`config.mk`:
```
export PLATFORM = sky130hd
export DESIGN_NAME = alu_sweep_sequencer
export DESIGN_NICKNAME = d
export VERILOG_FILES = /design/src/rtl/alu_pkg.sv /design/src/rtl/alu_sweep_settle_cnt.sv /design/src/rtl/alu_sweep_sequencer.sv
export SDC_FILE = /design/constraint.sdc
export NUM_CORES = 1
export LEC_CHECK = 0
export BUFFER_PORTS_ARGS = -buffer_cell sky130_fd_sc_hd__buf_2
export CAP_MARGIN = 10
export CORE_ASPECT_RATIO = 1.4
export CORE_MARGIN = 2
export CORE_UTILIZATION = 47
export CTS_CLUSTER_SIZE = 16
export DETAILED_ROUTE_END_ITERATION = 7
export PLACE_DENSITY = 0.74
export SLEW_MARGIN = 25
export SYNTH_ARGS = -nofsm -noshare
export SYNTH_HDL_FRONTEND = slang
export SYNTH_SLANG_ARGS = --single-unit
```
`constraint.sdc`:
```
create_clock -name clk -period 1.9 [get_ports clk]
set_clock_uncertainty 0.2 [all_clocks]
set_input_delay 0.38 -clock clk [delete_from_list [all_inputs] [get_ports clk]]
set_output_delay 0.38 -clock clk [all_outputs]
set_load 0.03 [all_outputs]
```
`src/rtl/alu_pkg.sv`:
```
// Shared constants for the 4-bit ALU and its sweep sequencer, plus the
// sequencer state encoding.
package alu_pkg;

  localparam int ALU_DATA_W = 4;
  localparam int ALU_OP_W   = 3;

  typedef enum logic [1:0] {
    ST_IDLE   = 2'd0,
    ST_SETTLE = 2'd1,
    ST_HOLD   = 2'd2,
    ST_DONE   = 2'd3
  } seq_state_t;

endpackage

```
`src/rtl/alu_sweep_settle_cnt.sv`:
```
// Loadable down-counter for the ALU settle window; zero flag marks the
// cycle on which the ALU outputs may be sampled.
module alu_sweep_settle_cnt #(
  parameter int SETTLE_CYCLES = 1
) (
  input  logic clk,
  input  logic rst_n,
  input  logic load,
  input  logic dec,
  output logic zero
);

  localparam int CW = (SETTLE_CYCLES > 1) ? $clog2(SETTLE_CYCLES) : 1;

  logic [CW-1:0] count;

  always_ff @(posedge clk) begin
    if (!rst_n) begin
      count <= '0;
    end else if (load) begin
      count <= CW'(SETTLE_CYCLES - 1);
    end else if (dec && (count != '0)) begin
      count <= count - CW'(1);
    end
  end

  assign zero = (count == '0);

endmodule

```
`src/rtl/alu_sweep_sequencer.sv`:
```
// Sweeps alu_op over 0..OP_COUNT-1 for one latched operand pair and streams
// each ALU response as a valid/ready beat. ALU_SWEEP_CHECKSUM_EN adds a checksum output.
//
// state  | meaning
// IDLE   | waiting for start; ALU drive holds last sweep's values
// SETTLE | opcode applied, counting down the settle window
// HOLD   | result beat presented, waiting for res_ready
// DONE   | one-cycle completion pulse
module alu_sweep_sequencer
  import alu_pkg::*;
#(
  parameter int DATA_W        = ALU_DATA_W,
  parameter int OP_W          = ALU_OP_W,
  parameter int OP_COUNT      = 8,
  parameter int SETTLE_CYCLES = 1
) (
  input  logic              clk,
  input  logic              rst_n,
  input  logic              start,
  input  logic [DATA_W-1:0] a_in,
  input  logic [DATA_W-1:0] b_in,
  output logic              busy,
  output logic              done,
  output logic [DATA_W-1:0] alu_a,
  output logic [DATA_W-1:0] alu_b,
  output logic [OP_W-1:0]   alu_op,
  input  logic [DATA_W-1:0] alu_y,
  input  logic              alu_cout,
  input  logic              alu_zero,
  output logic              res_valid,
  input  logic              res_ready,
  output logic [OP_W-1:0]   res_op,
  output logic [DATA_W-1:0] res_y,
  output logic              res_cout,
  output logic              res_zero
`ifdef ALU_SWEEP_CHECKSUM_EN
  ,
  output logic [7:0]        checksum
`endif
);

  localparam logic [OP_W-1:0] LAST_OP = OP_W'(OP_COUNT - 1);

  seq_state_t state, state_next;
  logic cnt_load, cnt_dec, cnt_zero;
  logic accept, sample, advance;
  logic handshake;

  assign handshake = res_valid && res_ready;

  alu_sweep_settle_cnt #(
    .SETTLE_CYCLES(SETTLE_CYCLES)
  ) u_settle_cnt (
    .clk  (clk),
    .rst_n(rst_n),
    .load (cnt_load),
    .dec  (cnt_dec),
    .zero (cnt_zero)
  );

  always_comb begin
    state_next = state;
    cnt_load   = 1'b0;
    cnt_dec    = 1'b0;
    accept     = 1'b0;
    sample     = 1'b0;
    advance    = 1'b0;
    case (state)
      ST_IDLE: begin
        if (start) begin
          accept     = 1'b1;
          cnt_load   = 1'b1;
          state_next = ST_SETTLE;
        end
      end
      ST_SETTLE: begin
        if (cnt_zero) begin
          sample     = 1'b1;
          state_next = ST_HOLD;
        end else begin
          cnt_dec = 1'b1;
        end
      end
      ST_HOLD: begin
        if (handshake) begin
          if (alu_op == LAST_OP) begin
            state_next = ST_DONE;
          end else begin
            advance    = 1'b1;
            cnt_load   = 1'b1;
            state_next = ST_SETTLE;
          end
        end
      end
      ST_DONE: state_next = ST_IDLE;
      default: state_next = ST_IDLE;
    endcase
  end

  // busy/done are registered from the next state so they align with it.
  always_ff @(posedge clk) begin
    if (!rst_n) begin
      state     <= ST_IDLE;
      busy      <= 1'b0;
      done      <= 1'b0;
      alu_a     <= '0;
      alu_b     <= '0;
      alu_op    <= '0;
      res_valid <= 1'b0;
      res_op    <= '0;
      res_y     <= '0;
      res_cout  <= 1'b0;
      res_zero  <= 1'b0;
    end else begin
      state <= state_next;
      busy  <= (state_next != ST_IDLE);
      done  <= (state_next == ST_DONE);
      if (accept) begin
        alu_a  <= a_in;
        alu_b  <= b_in;
        alu_op <= '0;
      end else if (advance) begin
        alu_op <= alu_op + OP_W'(1);
      end
      if (sample) begin
        res_op    <= alu_op;
        res_y     <= alu_y;
        res_cout  <= alu_cout;
        res_zero  <= alu_zero;
        res_valid <= 1'b1;
      end else if (handshake) begin
        res_valid <= 1'b0;
      end
    end
  end

`ifdef ALU_SWEEP_CHECKSUM_EN
  always_ff @(posedge clk) begin
    if (!rst_n) begin
      checksum <= '0;
    end else if (accept) begin
      checksum <= '0;
    end else if (handshake) begin
      checksum <= checksum + 8'({res_op, res_cout, res_y});
    end
  end
`endif

endmodule
```
==> results of run 1 <==
==> placed cells by master, fill, tap and decap left out, drive strengths merged, types with 3 or more instances in the layout <==
cell,count
a21oi,5
nor3b,3
clkbuf,3
a21boi,8
nand2,19
nor2b,12
o21ai,4
dfxtp,26
mux2i,9
buf,43
==> layout make-up <==
cell class / instances / area share [%]
timing repair buffer: 43 / 16.5
sequential: 26 / 38.6
tap: 22 / 2.04
clock inverter: 1 / 2.23
clock buffer: 3 / 1.67
multi-input combinational: 75 / 39.0
==> logic make-up (layout without fill, tap and decap cells) <==
group	Yosys count	count (layout)
compound gates	19	19
fa+ha+maj	2	2
buf+inv	6	47
flops	26	26
mux	9	9
simple gates	45	45
==> worst max path at each step <==
stage / from / endpoint / slack (ns) / depth (start not counted)
floorplan: alu_op[0] / alu_op[0] / 0.16 / 5
global placement: alu_op[0] / alu_op[0] / 0.25 / 5
detailed placement: alu_op[0] / alu_op[0] / 0.19 / 5
CTS: alu_op[0] / alu_op[0] / 0.12 / 5
global route: alu_op[0] / alu_op[0] / 0.02 / 5
finish: alu_op[0] / alu_op[0] / 0.11 / 5
==> power breakdown <==
group | switching (mW) | internal [mW]
Sequential | 0.0195 | 0.571
Clock | 0.164 | 0.213
Combinational | 0.106 | 0.0739
Total | 0.290 | 0.858
==> repair_timing <==
item	CTS	global route
buffers inserted	0	2
hold buffers	0	0
setup endpoints to repair	0	1
==> worst min-delay path: stages <==
cell,delay (ns)
buf_2,0.09
nand2_1,0.04
a21boi_1,0.05
==> state kept, by name, indices dropped and copies added (netlist names), 2 cells and up <==
signal / flops
alu_b: 4
alu_op: 3
state: 2
res_y: 4
alu_a: 4
res_op: 3
==> metal layers <==
layer	global-route usage, %	vias to the layer above	routed length [um]
met1	18.2	385	893
met3	1.76	8	132
met2	28.2	35	952
met4	7.56	0	55
met5	0	-	0
li1	-	446	-
==> through the flow <==
step | hold WS, ns | cell area, sq um | instances
after floorplan | 0.255 | 1100 | 107
after global placement | 0.237 | 1280 | 164
after detailed placement | 0.242 | 1280 | 164
after CTS | 0.0660 | 1330 | 168
after global routing | 0.0784 | 1350 | 170
final | 0.0719 | 1350 | 170
==> impl_metrics.tcl, run 1 <==
set metrics [dict create \
    vias 874 \
    end_kind "flip-flop" \
    htreeDepth 1 \
    wire_per_inst_um 12.0 \
    antenna_found_initial 0 \
    insertedDiodeCount 0 \
    crit_arrival_ns 1.86 \
    worstHoldStart "a_in[2]" \
    crit_fanout 6 \
    path_cells "ha_1 -> ha_1 -> nand3b_1 -> or3_1 -> a21oi_1" \
    grt_max_degree 25 \
    rr_endpoint "alu_op[0]" \
    fmax_ghz 0.558 \
    postRouteAntennaNets 0 \
    synth.ff_latch_count 26 \
    drt-initial-drc-count 12 \
    post-route-period-util_pct 94.3 \
    clock_latency_ns 0.32 \
    worstHoldEndpoint "alu_a[2]" \
    cts_resized 0 \
    fillCellCount 189 \
    drive_gt1_share_pct 36.5 \
    grt_pass1_wl_mm 3.22 \
    worst_pin_slew_ns 0.426 \
    hold_path_class "in2reg" \
    cts_tree "done" \
    outcome "complete, no violations" \
    critical_path_class "reg2reg" \
    yosysMostFrequentCell "dfxtp_1" \
    synth-async-reset-ratio_pct 0 \
    synth_nets 127 \
    cp.required_ns 1.96 \
    yosysTopAreaCellShare_pct 47.4 \
    synth-edff-count 0 \
    synth_area_per_cell_sq_um 10.3 \
    synth_mux_area_share_pct 8.20 \
    cp_top_family "simple AND/OR/NAND/NOR gates" \
    r2r-start "alu_op[0]" \
    worst-r2r-setup-slack_ns 0.11 \
    core_sq_um 2200 \
    synthTopCellsByArea "dfxtp_1 47%, mux2i_1 8.2%, nor2b_1 6.8%, nand2_1 6.5%, a21boi_1 5.5%" \
    seqCellArea_sq_um 520 \
    synth_area_sq_um 1100 \
    p_leak_nw 0.613 \
    globalplace.congestion 0.765 \
    die_area_sq_um 2750 \
    peakVddDrop_mv 0.542 \
    setup_viol 0 \
    synth_top_family_by_area "simple AND/OR/NAND/NOR gates" \
    dr.pass1.iters 4 \
    startpoint_type "flip-flop" \
    die-width_um 44.9 \
    wl_mm 2.03 \
    clock-sinks 26 \
    finalPower_mw 1.15 \
    synth_fa_ha_area_share_pct 2.28 \
    grt_use_total_pct 15.7 \
    path_clk_slew_ns 0.14 \
    ys_seq_area_share_pct 47.4 \
    finalNetCount 169 \
    clock-root-buffer "clkbuf_4" \
    power_density_nw_per_um2 851 \
    syn_inst 107 \
    cts_buffers 3 \
    yosysTopAreaCell "dfxtp_1" \
    dp_worst_setup_slack_ns 0.189 \
    syn2layout_area_growth_pct 22.8 \
    postLayoutCoreUtil_pct 61.3 \
    cap_violations 0 \
    ios 41 \
    setup_slack_ns 0.108 \
    port_buffers 40 \
    overflow 0 \
    fin_tns_setup_ns 0 \
    yosysWarnings 0 \
    initial_core_util_pct 49.9 \
    multi_input_area_sq_um 526 \
    period_needed_ns 1.79 \
    r2r_cells 5 \
    cpPeakStageDelay_ns 0.38 \
    crit_slowest_cell "dfxtp_1" \
    drv_slew 0 \
    dp_hpwl_mm 1.40 \
    cpMostUsedCell "ha_1" \
    holdPathStages 3 \
    via_per_inst 5.14 \
    synth_cell_type_count 23 \
    yosys.area_share.simple_pct 25.7 \
    dieHeight_um 61.2 \
    cts_buffer_depth 2 \
    critPathBufInv 0 \
    rsz0062_at_grt "false" \
    fp-row-count 20 \
    relSlewSlack_pct 71.5 \
    synth-main-ff-cell "dfxtp_1" \
    first_global_vias 766 \
    finalHoldViolCount 0 \
    ys_top_cells_by_count "26 x dfxtp_1, 19 x nand2_1, 12 x nor2b_1" \
    synth_compound_area_share_pct 11.6 \
    synthXorXnorAreaFrac_pct 0 \
    drc 0 \
]
(Power assumes the default switching activity.)
==> inputs of run 2 (changes only) <==
- CORE_ASPECT_RATIO: 1.4 -> not set
==> impl_metrics.tcl, run 2 (synthesized netlist as in run 1, its figures left out) <==
set metrics [dict create \
    p_leak_nw 0.597 \
    cts_buffers 3 \
    end_kind "flip-flop" \
    final_cell_mix "40 x buf_2, 26 x dfxtp_1, 19 x nand2_1" \
    p_int_uw 760 \
    overflow 0 \
    peakVddDrop_mv 0.606 \
    drt-initial-drc-count 15 \
    reg_top3 "alu_a (4), alu_b (4), res_y (4)" \
    dieHeight_um 52.3 \
    postCtsSetupBuffers 0 \
    grt_max_degree 25 \
    grt_pass1_wl_mm 3.19 \
    first_global_vias 750 \
    vias 851 \
    finalHoldViolCount 0 \
    die-width_um 52.3 \
    fp-row-count 17 \
    clock_latency_ns 0.31 \
    multi_input_area_sq_um 526 \
    htreeDepth 1 \
    cts_buffer_depth 2 \
    crit_fanout 6 \
    r2r-start "alu_op[0]" \
    comb_power_share_pct 17.2 \
    die_area_sq_um 2740 \
    final_common_cell "buf_2" \
    antenna_found_initial 0 \
    core_sq_um 2210 \
    syn2layout_area_growth_pct 20.6 \
    drv_slew 0 \
    rsz0062_at_grt "false" \
    fin_tns_setup_ns 0 \
    cts_tree "done" \
    period_needed_ns 1.76 \
    holdPathStages 3 \
    worstHoldEndpoint "alu_a[1]" \
    wire_per_inst_um 11.6 \
    hold_ws_ns 0.0879 \
    cap_violations 0 \
    swShare_pct 26.7 \
    grt_use_total_pct 15.6 \
    clock-root-buffer "clkbuf_4" \
    cts_resized 0 \
    startpoint_type "flip-flop" \
    worst-r2r-setup-slack_ns 0.14 \
    finalNetCount 167 \
    postLayoutCoreUtil_pct 59.9 \
    r2r_cells 5 \
    cts_hold_buf 0 \
    relSlewSlack_pct 71.3 \
    postRouteAntennaNets 0 \
    drc 0 \
    dp_hpwl_mm 1.47 \
    seqCellArea_sq_um 520 \
    globalplace.congestion 0.890 \
    wl_mm 2.01 \
    drive_gt1_share_pct 35.6 \
    worstSetupStartpoint "alu_op[0]" \
    ios 41 \
    post-route-period-util_pct 92.5 \
    fillCellCount 216 \
    worst_pin_slew_ns 0.430 \
    insertedDiodeCount 0 \
    worstHoldStart "a_in[1]" \
    rr_endpoint "alu_op[0]" \
    setup_viol 0 \
    critical_path_class "reg2reg" \
    via_per_inst 4.89 \
    hold_path_class "in2reg" \
    dr.pass1.iters 4 \
    power_density_nw_per_um2 783 \
    port_buffers 40 \
    clock-sinks 26 \
    p_sw_uw 277 \
    crit_arrival_ns 1.81 \
    power.share.sequential_pct 56.9 \
    cp.required_ns 1.95 \
    fmax_ghz 0.569 \
    initial_core_util_pct 49.7 \
    power_frac_clock_pct 25.9 \
    path_clk_slew_ns 0.13 \
    outcome "complete, no violations" \
]
[run 2: changes by cell type in the layout (fill, tap and decap cells not counted)]
cell / change
buf_4: -2
bufinv_16: -1
clkbuf_8: +1
[run 2: how the worst max path moves through the flow]
stage | endpoint | slack [ns] | cells after the start
detailed placement | alu_op[0] | 0.19 | 5
floorplan | alu_op[0] | 0.16 | 5
global placement | alu_op[0] | 0.26 | 5
global route | alu_op[0] | 0.03 | 5
finish | alu_op[0] | 0.14 | 5
CTS | alu_op[0] | 0.14 | 5
[run 2: through the flow]
step                cells  cell area [sq um]  total power [mW]  setup slack [ns]
floorplan             107               1100             0.739             0.156
global placement      170               1290             0.779             0.262
detailed placement    170               1290             0.783             0.187
CTS                   174               1330              1.05             0.138
global route          174               1330              1.08            0.0310
finish                174               1330              1.04             0.142
[run 2: layer usage]
| layer | track usage, % | part of all wire, % |
|---|---|---|
| met5 | 0 | 0 |
| met4 | 6.41 | 0.70 |
| met3 | 3.71 | 7.3 |
| met2 | 25.6 | 47 |
| met1 | 19.4 | 45 |
[run 2: critical path, stage by stage, from the launching register on]
cell and delay, ns:
dfxtp_1 0.37, ha_1 0.21, ha_1 0.19, nand3b_1 0.24, or3_1 0.35, a21oi_1 0.14
[run 2: power by group through the flow]
stage / Combinational, mW / Clock [mW] / Sequential (mW)
floorplan: 0.0994 / 0 / 0.639
global placement: 0.177 / 0 / 0.602
detailed placement: 0.181 / 0 / 0.603
CTS: 0.181 / 0.280 / 0.591
global route: 0.194 / 0.295 / 0.594
finish: 0.178 / 0.269 / 0.590
[run 2: cell type report]
class / instances / share of cell area [%]
multi-input combinational: 75 / 39.7
sequential: 26 / 39.3
timing repair buffer: 41 / 15.7
clock buffer: 4 / 2.74
tap: 28 / 2.64
==> inputs of run 3 (changes only) <==
- BUFFER_PORTS_ARGS: -buffer_cell sky130_fd_sc_hd__buf_2 -> not set
- CELL_PAD_IN_SITES_DETAIL_PLACEMENT: not set -> 1
- CELL_PAD_IN_SITES_GLOBAL_PLACEMENT: not set -> 1
- CORE_ASPECT_RATIO: not set -> 0.5
- CORE_UTILIZATION: 47 -> 40
- DONT_BUFFER_PORTS: not set -> 1
- PLACE_DENSITY: 0.74 -> 0.68
- clock period: 1.9 -> 1.4 ns (I/O delays scaled with it)
==> impl_metrics.tcl, run 3 (synthesized netlist as in run 1, its figures left out) <==
set metrics [dict create \
    postRouteAntennaNets 0 \
    ios 41 \
    place_area_sq_um 1220 \
    end_kind "flip-flop" \
    wl_mm 2.96 \
    overflow 0 \
    cpPeakStageDelay_ns 0.37 \
    antenna_found_initial 0 \
    instances_no_fill 171 \
    violations "setup timing" \
    power_density_nw_per_um2 1010 \
    critPathBufInv 0 \
    setup_viol 6 \
    stdcell_area_sq_um 1490 \
    finalHoldViolCount 0 \
    finalNetCount 155 \
    hold_path_class "in2reg" \
    die-width_um 78.1 \
    dp_hpwl_mm 1.89 \
    startpoint_type "flip-flop" \
    hold_ws_ns 0.00205 \
    path_clk_slew_ns 0.08 \
    vias 859 \
    crit_arrival_ns 1.64 \
    initial_core_util_pct 42.2 \
    die_area_sq_um 3210 \
    worst_pin_slew_ns 0.653 \
    wire_per_inst_um 17.3 \
    relSlewSlack_pct 56.5 \
    fillCellCount 283 \
    setup_slack_ns -0.240 \
    drive_gt1_share_pct 31.3 \
    peakVddDrop_mv 0.444 \
    port_buffers 0 \
    clock-root-buffer "clkbuf_8" \
    path_cells "ha_4 -> ha_4 -> nand3b_1 -> or3_4 -> a21oi_2" \
    final_common_cell "dfxtp_1" \
    final_cell_mix "21 x dfxtp_1, 18 x nand2_1, 15 x buf_4" \
    cp_top_family "simple AND/OR/NAND/NOR gates" \
    cts_buffers 3 \
    grt_pass1_wl_mm 4.42 \
    drt-initial-drc-count 15 \
    p_leak_nw 0.559 \
    htreeDepth 1 \
    drc 0 \
    clock-sinks 26 \
    dr.pass1.iters 4 \
    insertedDiodeCount 0 \
    globalplace.congestion 0.663 \
    post-route-period-util_pct 117 \
    postLayoutCoreUtil_pct 57.4 \
    cap_violations 0 \
    drv_slew 0 \
    critical_path_class "reg2reg" \
    period_needed_ns 1.64 \
    clock_latency_ns 0.26 \
    finalPower_mw 1.51 \
    dieHeight_um 41.1 \
    outcome "finished, violations left" \
    fin_tns_setup_ns -1.12 \
    fmax_ghz 0.610 \
    first_global_vias 885 \
    cts_tree "done" \
    via_per_inst 5.02 \
    grt_max_degree 24 \
    reg_top3 "alu_a (4), alu_b (4), res_y (4)" \
    cpMostUsedCell "ha_4" \
    crit_fanout 4 \
    cp.required_ns 1.40 \
    syn2layout_area_growth_pct 36.0 \
    crit_slowest_cell "or3_4" \
    core_sq_um 2600 \
    grt_use_total_pct 19.4 \
    numPlacedInstances 149 \
    dp_worst_setup_slack_ns -0.255 \
    rsz0062_at_grt "true" \
    cts_buffer_depth 2 \
    fp-row-count 13 \
]
## run 3: cell types whose count changed in the layout (fill, tap and decap cells not counted), moves of 2 or more
cell | before | now
o21ai_1 | 0 | 2
clkbuf_8 | 1 | 3
dfxtp_1 | 26 | 21
clkbuf_4 | 3 | 0
buf_4 | 1 | 15
ha_4 | 0 | 2
dlygate4sd3_1 | 0 | 11
o21ai_2 | 0 | 2
buf_2 | 40 | 0
a21oi_1 | 5 | 3
o21ai_0 | 4 | 0
dfxtp_4 | 0 | 4
ha_1 | 2 | 0
## run 3: final cells by class
type / count / area, sq um / area share (%)
sequential: 26 / 537 / 35.9
clock buffer: 4 / 45.0 / 3.02
timing repair buffer: 29 / 267 / 17.8
multi-input combinational: 75 / 599 / 40.1
tap: 37 / 46.3 / 3.10
## run 3: report_power, final
part           switching [mW]  internal [mW]
combinational           0.109          0.130
sequential             0.0861          0.770
clock                   0.216          0.203
total                   0.411           1.10
## run 3: final timing paths
check	start	to	slack, ns	cells past startpoint
hold / removal	alu_zero	res_zero	0.002	2
hold reg to reg	u_settle_cnt.count	u_settle_cnt.count	0.30	2
setup reg to reg	alu_op[1]	alu_op[0]	-0.24	5
setup / recovery	alu_op[1]	alu_op[0]	-0.24	5
## run 3: what timing repair did
action	4_1_cts	5_1_grt
pin swaps	6	6
hold buffers	11	1
resized for setup	12	10
endpoints found under the hold margin	23	1
setup endpoints to repair	25	27
gates cloned	0	0
buffers inserted	2	4
## run 3: worst reg2reg max path, delay by kind of cell, from the launching register on
family	cells	cell delay [ns]
simple gates	2	0.59
flops	1	0.36
fa+ha+maj	2	0.31
compound gates	1	0.12
## run 3: per-layer routing
metal,vias to the layer above,GRT usage (%),wire length (um)
met3,0,8.37,274
met5,-,0,0
met1,409,21.6,1260
met4,0,1.32,0
li1,412,-,-
met2,38,37.9,1430
